==> src/rtl/multicycle_control_unit_pkg.sv <==
// Shared types and constants for the multicycle MIPS-style control unit:
// state encoding, opcodes, datapath mux encodings and the control bundle.
package multicycle_control_unit_pkg;

  typedef enum logic [3:0] {
    S_FETCH    = 4'd0,
    S_DECODE   = 4'd1,
    S_MEMADR   = 4'd2,
    S_MEMREAD  = 4'd3,
    S_MEMWB    = 4'd4,
    S_MEMWRITE = 4'd5,
    S_EXECUTE  = 4'd6,
    S_ALUWB    = 4'd7,
    S_BRANCH   = 4'd8,
    S_ADDIEXEC = 4'd9,
    S_ADDIWB   = 4'd10,
    S_JUMP     = 4'd11
  } state_t;

  localparam logic [5:0] OP_RTYPE = 6'b000000;
  localparam logic [5:0] OP_LW    = 6'b100011;
  localparam logic [5:0] OP_SW    = 6'b101011;
  localparam logic [5:0] OP_BEQ   = 6'b000100;
  localparam logic [5:0] OP_ADDI  = 6'b001000;
  localparam logic [5:0] OP_J     = 6'b000010;

  typedef enum logic [1:0] {
    SRCB_REG    = 2'b00,
    SRCB_FOUR   = 2'b01,
    SRCB_IMM    = 2'b10,
    SRCB_IMM_SH = 2'b11
  } srcb_t;

  typedef enum logic [1:0] {
    PCSRC_ALU    = 2'b00,
    PCSRC_ALUOUT = 2'b01,
    PCSRC_JUMP   = 2'b10
  } pcsrc_t;

  typedef enum logic [1:0] {
    ALUOP_ADD   = 2'b00,
    ALUOP_SUB   = 2'b01,
    ALUOP_FUNCT = 2'b10
  } aluop_t;

  // Everything the state table drives; pc_write and branch stay internal.
  typedef struct packed {
    logic   iord;
    logic   mem_write;
    logic   ir_write;
    logic   reg_dst;
    logic   memto_reg;
    logic   reg_write;
    logic   alu_src_a;
    srcb_t  alu_src_b;
    pcsrc_t pc_src;
    aluop_t alu_op;
    logic   pc_write;
    logic   branch;
    logic   illegal_op;
  } ctrl_t;

  function automatic logic is_legal_op(input logic [5:0] op);
    return op inside {OP_RTYPE, OP_LW, OP_SW, OP_BEQ, OP_ADDI, OP_J};
  endfunction

endpackage

==> src/rtl/multicycle_control_unit_if.sv <==
// Control-unit bus: instruction/flag inputs from the datapath and the
// control strobes back to it. master = datapath side, slave = control unit.
interface multicycle_control_unit_if #(
  parameter int OP_W = 6,
  parameter int ST_W = 4
);
  logic [OP_W-1:0] Opcode;
  logic            Zero;
  logic            IorD;
  logic            MemWrite;
  logic            IRWrite;
  logic            RegDst;
  logic            MemtoReg;
  logic            RegWrite;
  logic            ALUSrcA;
  logic [1:0]      ALUSrcB;
  logic [1:0]      PCSrc;
  logic [1:0]      ALUOp;
  logic            PCEn;
  logic            IllegalOp;
  logic [ST_W-1:0] State;

  modport master (
    output Opcode, Zero,
    input  IorD, MemWrite, IRWrite, RegDst, MemtoReg, RegWrite, ALUSrcA,
           ALUSrcB, PCSrc, ALUOp, PCEn, IllegalOp, State
  );

  modport slave (
    input  Opcode, Zero,
    output IorD, MemWrite, IRWrite, RegDst, MemtoReg, RegWrite, ALUSrcA,
           ALUSrcB, PCSrc, ALUOp, PCEn, IllegalOp, State
  );
endinterface

==> src/rtl/multicycle_control_unit_output_decode.sv <==
// Combinational state-to-control table. Outputs depend on the state only,
// except IllegalOp in DECODE, which also looks at the opcode. While reset is
// held the write strobes are suppressed so nothing in the datapath changes.
module mcu_output_decode
  import multicycle_control_unit_pkg::*;
(
  input  state_t     state,
  input  logic [5:0] opcode,
  input  logic       reset,
  output ctrl_t      ctrl
);

  // Per-state control table, then the reset write-suppression override.
  always_comb begin
    // NOTE: every field gets a default first so no path through the case can infer a latch.
    ctrl = '0;
    case (state)
      S_FETCH: begin
        ctrl.ir_write  = 1'b1;
        ctrl.alu_src_b = SRCB_FOUR;
        ctrl.pc_write  = 1'b1;
      end
      S_DECODE: begin
        ctrl.alu_src_b  = SRCB_IMM_SH;
        ctrl.illegal_op = !is_legal_op(opcode);
      end
      S_MEMADR, S_ADDIEXEC: begin
        ctrl.alu_src_a = 1'b1;
        ctrl.alu_src_b = SRCB_IMM;
      end
      S_MEMREAD: ctrl.iord = 1'b1;
      S_MEMWRITE: begin
        ctrl.iord      = 1'b1;
        ctrl.mem_write = 1'b1;
      end
      S_MEMWB: begin
        ctrl.memto_reg = 1'b1;
        ctrl.reg_write = 1'b1;
      end
      S_EXECUTE: begin
        ctrl.alu_src_a = 1'b1;
        ctrl.alu_op    = ALUOP_FUNCT;
      end
      S_ALUWB: begin
        ctrl.reg_dst   = 1'b1;
        ctrl.reg_write = 1'b1;
      end
      S_BRANCH: begin
        ctrl.alu_src_a = 1'b1;
        ctrl.alu_op    = ALUOP_SUB;
        ctrl.pc_src    = PCSRC_ALUOUT;
        ctrl.branch    = 1'b1;
      end
      S_ADDIWB: ctrl.reg_write = 1'b1;
      S_JUMP: begin
        ctrl.pc_src   = PCSRC_JUMP;
        ctrl.pc_write = 1'b1;
      end
      default: ;  // unused codes 12-15: everything stays 0
    endcase
    if (reset) begin
      ctrl.ir_write  = 1'b0;
      ctrl.pc_write  = 1'b0;
      ctrl.reg_write = 1'b0;
      ctrl.mem_write = 1'b0;
    end
  end

endmodule

==> src/rtl/multicycle_control_unit.sv <==
// Multicycle control unit: Moore FSM sequencing FETCH/DECODE and the
// per-instruction execute states. Next-state logic and the state register
// live here; the control table is in mcu_output_decode.
module multicycle_control_unit
  import multicycle_control_unit_pkg::*;
#(
  parameter int OP_W = 6,
  parameter int ST_W = 4
) (
  input  logic                      clk,
  input  logic                      reset,
  multicycle_control_unit_if.slave  bus
);

  state_t     state_q;
  state_t     state_d;
  logic [5:0] opcode;
  ctrl_t      ctrl;

  assign opcode = 6'(bus.Opcode);

  // State register; reset drops straight to FETCH without waiting for clk.
  always_ff @(posedge clk or posedge reset) begin
    // NOTE: sequential state uses non-blocking assignment so all flops update together.
    if (reset) state_q <= S_FETCH;
    else       state_q <= state_d;
  end

  // Next state: opcode is only consulted in DECODE and MEMADR.
  always_comb begin
    state_d = S_FETCH;
    case (state_q)
      S_FETCH: state_d = S_DECODE;
      S_DECODE: begin
        case (opcode)
          OP_LW, OP_SW: state_d = S_MEMADR;
          OP_RTYPE:     state_d = S_EXECUTE;
          OP_BEQ:       state_d = S_BRANCH;
          OP_ADDI:      state_d = S_ADDIEXEC;
          OP_J:         state_d = S_JUMP;
          default:      state_d = S_FETCH;
        endcase
      end
      S_MEMADR:   state_d = (opcode == OP_SW) ? S_MEMWRITE : S_MEMREAD;
      S_MEMREAD:  state_d = S_MEMWB;
      S_EXECUTE:  state_d = S_ALUWB;
      S_ADDIEXEC: state_d = S_ADDIWB;
      default:    state_d = S_FETCH;  // terminal states and unused codes
    endcase
  end

  mcu_output_decode u_output_decode (
    .state  (state_q),
    .opcode (opcode),
    .reset  (reset),
    .ctrl   (ctrl)
  );

  // Drive the bus; PCEn is the only output that looks at Zero.
  always_comb begin
    bus.IorD      = ctrl.iord;
    bus.MemWrite  = ctrl.mem_write;
    bus.IRWrite   = ctrl.ir_write;
    bus.RegDst    = ctrl.reg_dst;
    bus.MemtoReg  = ctrl.memto_reg;
    bus.RegWrite  = ctrl.reg_write;
    bus.ALUSrcA   = ctrl.alu_src_a;
    bus.ALUSrcB   = ctrl.alu_src_b;
    bus.PCSrc     = ctrl.pc_src;
    bus.ALUOp     = ctrl.alu_op;
    bus.PCEn      = ctrl.pc_write | (ctrl.branch & bus.Zero);
    bus.IllegalOp = ctrl.illegal_op;
    bus.State     = ST_W'(state_q);
  end

endmodule

==> src/flat_wrapper.sv <==
// flat-port wrapper written by rule: the top's interface ports become plain ports
module multicycle_control_unit_flat import multicycle_control_unit_pkg::*;
#(
  parameter int OP_W = 6,
  parameter int ST_W = 4
)
  (clk, reset, bus_Opcode, bus_Zero, bus_IorD, bus_MemWrite, bus_IRWrite, bus_RegDst, bus_MemtoReg, bus_RegWrite, bus_ALUSrcA, bus_ALUSrcB, bus_PCSrc, bus_ALUOp, bus_PCEn, bus_IllegalOp, bus_State);
  multicycle_control_unit_if #(.OP_W(OP_W), .ST_W(ST_W)) bus_i ();
  input  logic clk;
  input  logic reset;
  input wire logic [$bits(bus_i.Opcode)-1:0] bus_Opcode;
  input wire logic [$bits(bus_i.Zero)-1:0] bus_Zero;
  output wire logic [$bits(bus_i.IorD)-1:0] bus_IorD;
  output wire logic [$bits(bus_i.MemWrite)-1:0] bus_MemWrite;
  output wire logic [$bits(bus_i.IRWrite)-1:0] bus_IRWrite;
  output wire logic [$bits(bus_i.RegDst)-1:0] bus_RegDst;
  output wire logic [$bits(bus_i.MemtoReg)-1:0] bus_MemtoReg;
  output wire logic [$bits(bus_i.RegWrite)-1:0] bus_RegWrite;
  output wire logic [$bits(bus_i.ALUSrcA)-1:0] bus_ALUSrcA;
  output wire logic [$bits(bus_i.ALUSrcB)-1:0] bus_ALUSrcB;
  output wire logic [$bits(bus_i.PCSrc)-1:0] bus_PCSrc;
  output wire logic [$bits(bus_i.ALUOp)-1:0] bus_ALUOp;
  output wire logic [$bits(bus_i.PCEn)-1:0] bus_PCEn;
  output wire logic [$bits(bus_i.IllegalOp)-1:0] bus_IllegalOp;
  output wire logic [$bits(bus_i.State)-1:0] bus_State;
  assign bus_i.Opcode = bus_Opcode;
  assign bus_i.Zero = bus_Zero;
  assign bus_IorD = bus_i.IorD;
  assign bus_MemWrite = bus_i.MemWrite;
  assign bus_IRWrite = bus_i.IRWrite;
  assign bus_RegDst = bus_i.RegDst;
  assign bus_MemtoReg = bus_i.MemtoReg;
  assign bus_RegWrite = bus_i.RegWrite;
  assign bus_ALUSrcA = bus_i.ALUSrcA;
  assign bus_ALUSrcB = bus_i.ALUSrcB;
  assign bus_PCSrc = bus_i.PCSrc;
  assign bus_ALUOp = bus_i.ALUOp;
  assign bus_PCEn = bus_i.PCEn;
  assign bus_IllegalOp = bus_i.IllegalOp;
  assign bus_State = bus_i.State;
  multicycle_control_unit #(.OP_W(OP_W), .ST_W(ST_W)) u_core (.clk(clk), .reset(reset), .bus(bus_i));
endmodule
==> config.mk <==
export PLATFORM = sky130hd
export DESIGN_NAME = multicycle_control_unit_flat
export DESIGN_NICKNAME = d
export VERILOG_FILES = /design/src/rtl/multicycle_control_unit_pkg.sv /design/src/rtl/multicycle_control_unit_if.sv /design/src/rtl/multicycle_control_unit_output_decode.sv /design/src/rtl/multicycle_control_unit.sv /design/src/flat_wrapper.sv
export SDC_FILE = /design/constraint.sdc
export NUM_CORES = 1
export LEC_CHECK = 0
export CAP_MARGIN = 30
export CORE_MARGIN = 1.5
export CORE_UTILIZATION = 37
export CTS_CLUSTER_SIZE = 25
export DETAILED_ROUTE_END_ITERATION = 8
export PLACE_DENSITY = 0.77
export SYNTH_ARGS = -nofsm -noshare
export SYNTH_HDL_FRONTEND = slang
export SYNTH_SLANG_ARGS = --single-unit
==> constraint.sdc <==
create_clock -name clk -period 1.6 [get_ports clk]
set_input_delay 0.32 -clock clk [delete_from_list [all_inputs] [get_ports clk]]
set_output_delay 0.32 -clock clk [all_outputs]
set_load 0.02 [all_outputs]
# [Word level (Yosys, flattened, before mapping)]
# Cells that the tools add are included.
[word_totals] ff_bits=4 in_bits=9 out_inout_bits=19 wordCells=48
[op_classes] eq_ne=16 muxes=19 bitwise=2 n_reduce_logical=10
[op_table] operator="$pmux 4 s6" n=1
[op_table] operator="$pmux 4 s5" n=1
[op_table] operator="$eq 4x3->1 const B" n=4
[op_table] operator="$eq 4x4->1 const B" n=4
[op_table] operator="$eq 6x6->1 const B" n=2
[op_table] operator="$mux 1" n=12
[op_table] operator="$eq 4x2->1 const B" n=2
[op_table] operator="$pmux 2 s2" n=2
[op_table] operator="$reduce_or 2->1" n=4
[op_table] operator="$eq 6x2->1 const B" n=1
[op_table] operator="$eq 6x3->1 const B" n=1
[op_table] operator="$eq 6x4->1 const B" n=1
[op_table] operator="$logic_not 6->1" n=1
[op_table] operator="$pmux 2 s3" n=1
[op_table] operator="$reduce_bool 6->1" n=1
[op_table] operator="$eq 4x1->1 const B" n=1
[op_table] operator="$logic_not 4->1" n=1
[op_table] operator="$reduce_or 4->1" n=1
[op_table] operator="$mux 3" n=1
[op_table] operator="$reduce_or 3->1" n=1
[op_table] operator="$mux 2" n=1
[op_table] operator="$and 1x1->1" n=1
[op_table] operator="$logic_not 1->1" n=1
[op_table] operator="$or 1x1->1" n=1

# [Depth between registers and ports, before layout]
[logic_depth] ltp_word=5 depth_mapped=4 depth_no_buf=3

# [By module]
# A second synthesis with hierarchy kept.
[unflattened] cells_unflattened=67 area_unflattened_um2=544.3
[modules_own_cells] mod="multicycle_control_unit" n_inst=1 cells_per_inst=31 area_each_um2=296.5 seq_area_each_um2=100.1
[modules_own_cells] mod="mcu_output_decode" n_inst=1 cells_per_inst=36 area_each_um2=247.7 seq_area_each_um2=0.0

# [Worst setup path after synthesis]
# OpenSTA, ideal clock, no wires.
[synth_timing] kind="reg-to-output" start="register u_core.state_q[2], in the netlist u_core.bus.State[2]" end="output bus_PCSrc[0]" t_arrival_ps=1719 t_required_ps=1280 path_slack_ps=-439 stages_incl_launch_ff=5 path_buffers=2 path_cell_list="dfrtp_1 -> buf_2 -> or2b_1 -> nor3_1 -> buf_4"
[synth_via] elab_chain_cells=2 word_cells_on_any_way=3 cone_classes="eq/ne (2); mux (1)"
[synth_lines] item="start: declaration" line_no="multicycle_control_unit.sv:15" text="state_t state_q;"
[synth_lines] item="start signal: assignment" line_no="multicycle_control_unit.sv:26" text="else state_q <= state_d;"
[synth_lines] item="$eq 4x4->1" line_no="multicycle_control_unit_output_decode.sv:17" text="case (state)"
[synth_lines] item="$pmux 2 s2 *" line_no="multicycle_control_unit_output_decode.sv:17"
[synth_lines] item="end: declaration" line_no="flat_wrapper.sv:21" text="output wire logic [$bits(bus_i.PCSrc)-1:0] bus_PCSrc;"
# Mark *: on every way between the ends. The rest lies on a longest branch, timed or not.

# [Worst setup path in the final report]
[layout_timing] start="register u_core.state_q[0], in the netlist u_core.bus.State[0]" end="output bus_RegWrite"
[layout_via] elab_chain_cells=4 word_cells_on_any_way=6 cone_classes="eq/ne (3); mux (2); reduce/logical (1)"
[layout_lines] item="$eq 4x4->1 or $eq 4x3->1 (tied branches)" line_no="multicycle_control_unit_output_decode.sv:17"
[layout_lines] item="$reduce_or 3->1 (no source line) *"
[layout_lines] item="$mux 1 *" line_no="multicycle_control_unit_output_decode.sv:17"
[layout_lines] item="$mux 1 *" line_no="multicycle_control_unit_output_decode.sv:61" text="if (reset) begin"
[layout_lines] item="end: declaration" line_no="flat_wrapper.sv:18" text="output wire logic [$bits(bus_i.RegWrite)-1:0] bus_RegWrite;"
# Marked as above.

==> out/results.ini <==
[floorplanning]
die_h_um=40.3
die_area_um2=1630
std_cell_rows=13
core_area_um2=1300
initial_core_util_pct=39.6
die_w_um=40.3
ports=28

[layout]
antenna_cell_count=0
final_core_utilization_pct=95.8
num-fill-cells=30
fraction_of_final_layout_cells_with_drive_strength_greater_than_1_pct=68.3
nNetsFinal=137
final_standard_cell_count_with_taps_included_and_fillers_excluded=141
area.growth.synth_to_final_pct=142
flip_flop_count_of_the_largest_register_all_copies_and_words_added=4

[timing]
fin_crit_sh_pct=118
final-hold-violation-count=0
fmax_mhz=530
final_period_minus_worst_setup_slack_ns=1.89
report.final.slew_viol_count=0
fin_worst_hold_slack_ns=0.437
fin_skew_ns=0.00582
max-slew-margin-rel_pct=78.1
worst_slew_pin_slew_ns=0.326
postLayoutSetupSlackWorst_ns=-0.288
finalSetupViolations=13
rsz0062_at_grt=true

[global_route]
grt_first_pass_wirelength_mm=3.86
pin_count_of_the_biggest_net_entering_global_routing=9
globalRouteOverflowTotal=0
antenna_found_initial=0
global_route.usage.total_pct=36.9
grt_pass1_vias=809

[hold_path]
hold_path.class=input pin to asynchronous set/reset pin

[place]
dp_hpwl_mm=1.47
placed_cells=125
port_buffers=27
gp_congestion=0.804

[synth]
syn_inst=63
synth-simple-area-share_pct=40.0
postSynth.asyncResetShare_pct=100
synth-seq-cells=4
mappedNetlistNets=72
synth-adder-area-share_pct=0
synth.area.mux_share_pct=0
synthDominantCellAreaShare_pct=19.4
synthTopCellsByArea=sky130_fd_sc_hd__dfrtp_1 (19%), sky130_fd_sc_hd__nor3_1 (6.8%), sky130_fd_sc_hd__xor2_1 (5.1%)
synth-edff-count=0
synth_top_family_by_area=simple AND/OR/NAND/NOR gates
synth.top_cells.by_count=sky130_fd_sc_hd__nor3_1 (7), sky130_fd_sc_hd__nor2_1 (5), sky130_fd_sc_hd__dfrtp_1 (4)
synth_ff_type=sky130_fd_sc_hd__dfrtp_1
synth-xor-area-share_pct=5.10
count_leader_synth=sky130_fd_sc_hd__nor3_1
yosysWarningCount=0
synth_top_area_cell=sky130_fd_sc_hd__dfrtp_1
seq_area_frac_synth_pct=19.4
compound_gate_portion_of_the_synthesized_area_pct=23.5
average_instance_area_after_synthesis_um2=8.18
syn_area_um2=515
synthDistinctLibCells=33

[pwr]
power.density_nw_per_um2=1460
total_leakage_power_nw=0.572
finalPower_mw=1.82
ir_worst_vdd_mv=0.983

[worst_setup_path]
worstRegToRegCells=5
type_of_element_launching_the_critical_path=register
timing.critical_path.required_ns=1.28
worst-setup-path-type=register to primary output
critPathArrivalTime_ns=1.57
critical_path.cell_chain=or3b_1 -> a21oi_2 -> o21a_1 -> buf_6
slowest_stage=sky130_fd_sc_hd__dfrtp_2
endpoint_kind=primary output
critPathMaxFanout=4
cpPeakStageDelay_ns=0.43

[clock_network]
clock_tree.htree_level_count=1
ctsHoldBuffers=0
clkSinkCount=4
clkTransAtPathRegs_ns=0.05
cts_max_path_buffers=2
numCtsBuffers=3
clk_root_buffer_cell=sky130_fd_sc_hd__clkbuf_4
cts_tree=built
clk-insertion-delay-late_ns=0.26

[run_status]
status=complete, but fails checks
violations=negative setup slack

[detailed_routing]
post_drt_wl_per_cell_um=21.9
route.vias.total=887
first_pass_iters=4
initialDrtViolationCount=36
dr_drc_count=0
detail-route-antenna-nets=0
detail_route.vias_per_cell=6.29
postRouteWirelength_mm=3.09

[job]
cap_viol_max_count=0

==> cell type report <==
cell class | count | area (µm²) | area share, %
Inverter | 3 | 13.8 | 1.10
Sequential cell | 4 | 104 | 8.33
Tap cell | 15 | 18.8 | 1.51
Clock buffer | 3 | 22.5 | 1.81
Timing Repair Buffer | 66 | 613 | 49.2
Multi-Input combinational cell | 50 | 474 | 38.1
==> cells in the final DEF, fill, tap and decap left out, types with 2 or more instances in the layout <==
master	synthesis	final
sky130_fd_sc_hd__nor3_1	7	2
sky130_fd_sc_hd__dfrtp_2	0	3
sky130_fd_sc_hd__a21oi_2	1	2
sky130_fd_sc_hd__xor2_1	3	3
sky130_fd_sc_hd__buf_4	2	31
sky130_fd_sc_hd__dlygate4sd2_1	0	8
sky130_fd_sc_hd__and3_1	3	2
sky130_fd_sc_hd__clkdlybuf4s15_1	0	2
sky130_fd_sc_hd__or3_4	2	2
sky130_fd_sc_hd__nor3_4	0	3
sky130_fd_sc_hd__o21ai_1	1	2
sky130_fd_sc_hd__clkbuf_4	0	3
sky130_fd_sc_hd__nand2_1	3	2
sky130_fd_sc_hd__nor3_2	0	2
sky130_fd_sc_hd__o211ai_1	3	3
sky130_fd_sc_hd__nor2_4	0	3
sky130_fd_sc_hd__buf_6	2	22
sky130_fd_sc_hd__and4b_1	2	2
==> repair_timing <==
| action | CTS | global route |
|---|---|---|
| gates resized for setup | 98 | 35 |
| endpoints found under the hold margin | 0 | 0 |
| endpoints found under the setup margin | 19 | 16 |
| buffers inserted | 9 | 6 |
| pin swaps | 12 | 12 |
==> final timing paths <==
| kind | startpoint | to | slack, ns |
|---|---|---|---|
| worst max-delay path | u_core.bus.State[0] | bus_RegWrite | -0.29 |
| worst min-delay path | reset | u_core.bus.State[1] | 0.44 |
| worst max register to register | u_core.bus.State[2] | u_core.bus.State[3] | 0.12 |
| worst min register to register | u_core.bus.State[3] | u_core.bus.State[0] | 0.65 |
| max in group asynchronous | reset | u_core.bus.State[2] | 1.04 |
| min in group clk | bus_Opcode[4] | u_core.bus.State[3] | 0.59 |
==> critical path, delay by kind of cell, from the launching register on <==
| kind | cells | cell delay, ns |
|---|---|---|
| compound gates | 2 | 0.35 |
| simple gates | 1 | 0.40 |
| flops | 1 | 0.43 |
| buf+inv | 1 | 0.13 |
==> layer usage <==
layer  track usage, %  wire, µm  vias to the layer above  part of all wire [%]
met1             37.8      1140                      427                    37
li1                 -         -                      366                     -
met3             9.44       264                       20                   8.5
met5                0         0                        -                     0
met4             26.7       192                        0                   6.2
met2             63.9      1500                       74                    48
==> logic make-up after synthesis <==
group,count (synthesis)
AOI/OAI and AO/OA,16
xor gates and xnor gates,3
buffers and inverters,9
DFF,4
and+or+nand+nor,31
==> power by group <==
part	internal, mW	switching (mW)
logic	0.741	0.745
registers	0.137	0.0480
clock network	0.0857	0.0672
==> through the flow <==
stage | setup WS, ns | instance area (µm²) | TNS, ns
3_5_place_dp | -0.739 | 986 | -5.24
6_report | -0.288 | 1250 | -2.11
4_1_cts | -0.192 | 1080 | -1.30
3_3_place_gp | -0.678 | 986 | -4.91
5_1_grt | -0.343 | 1250 | -2.57
2_1_floorplan | -0.0807 | 559 | -0.158
(Power assumes the default switching activity.)
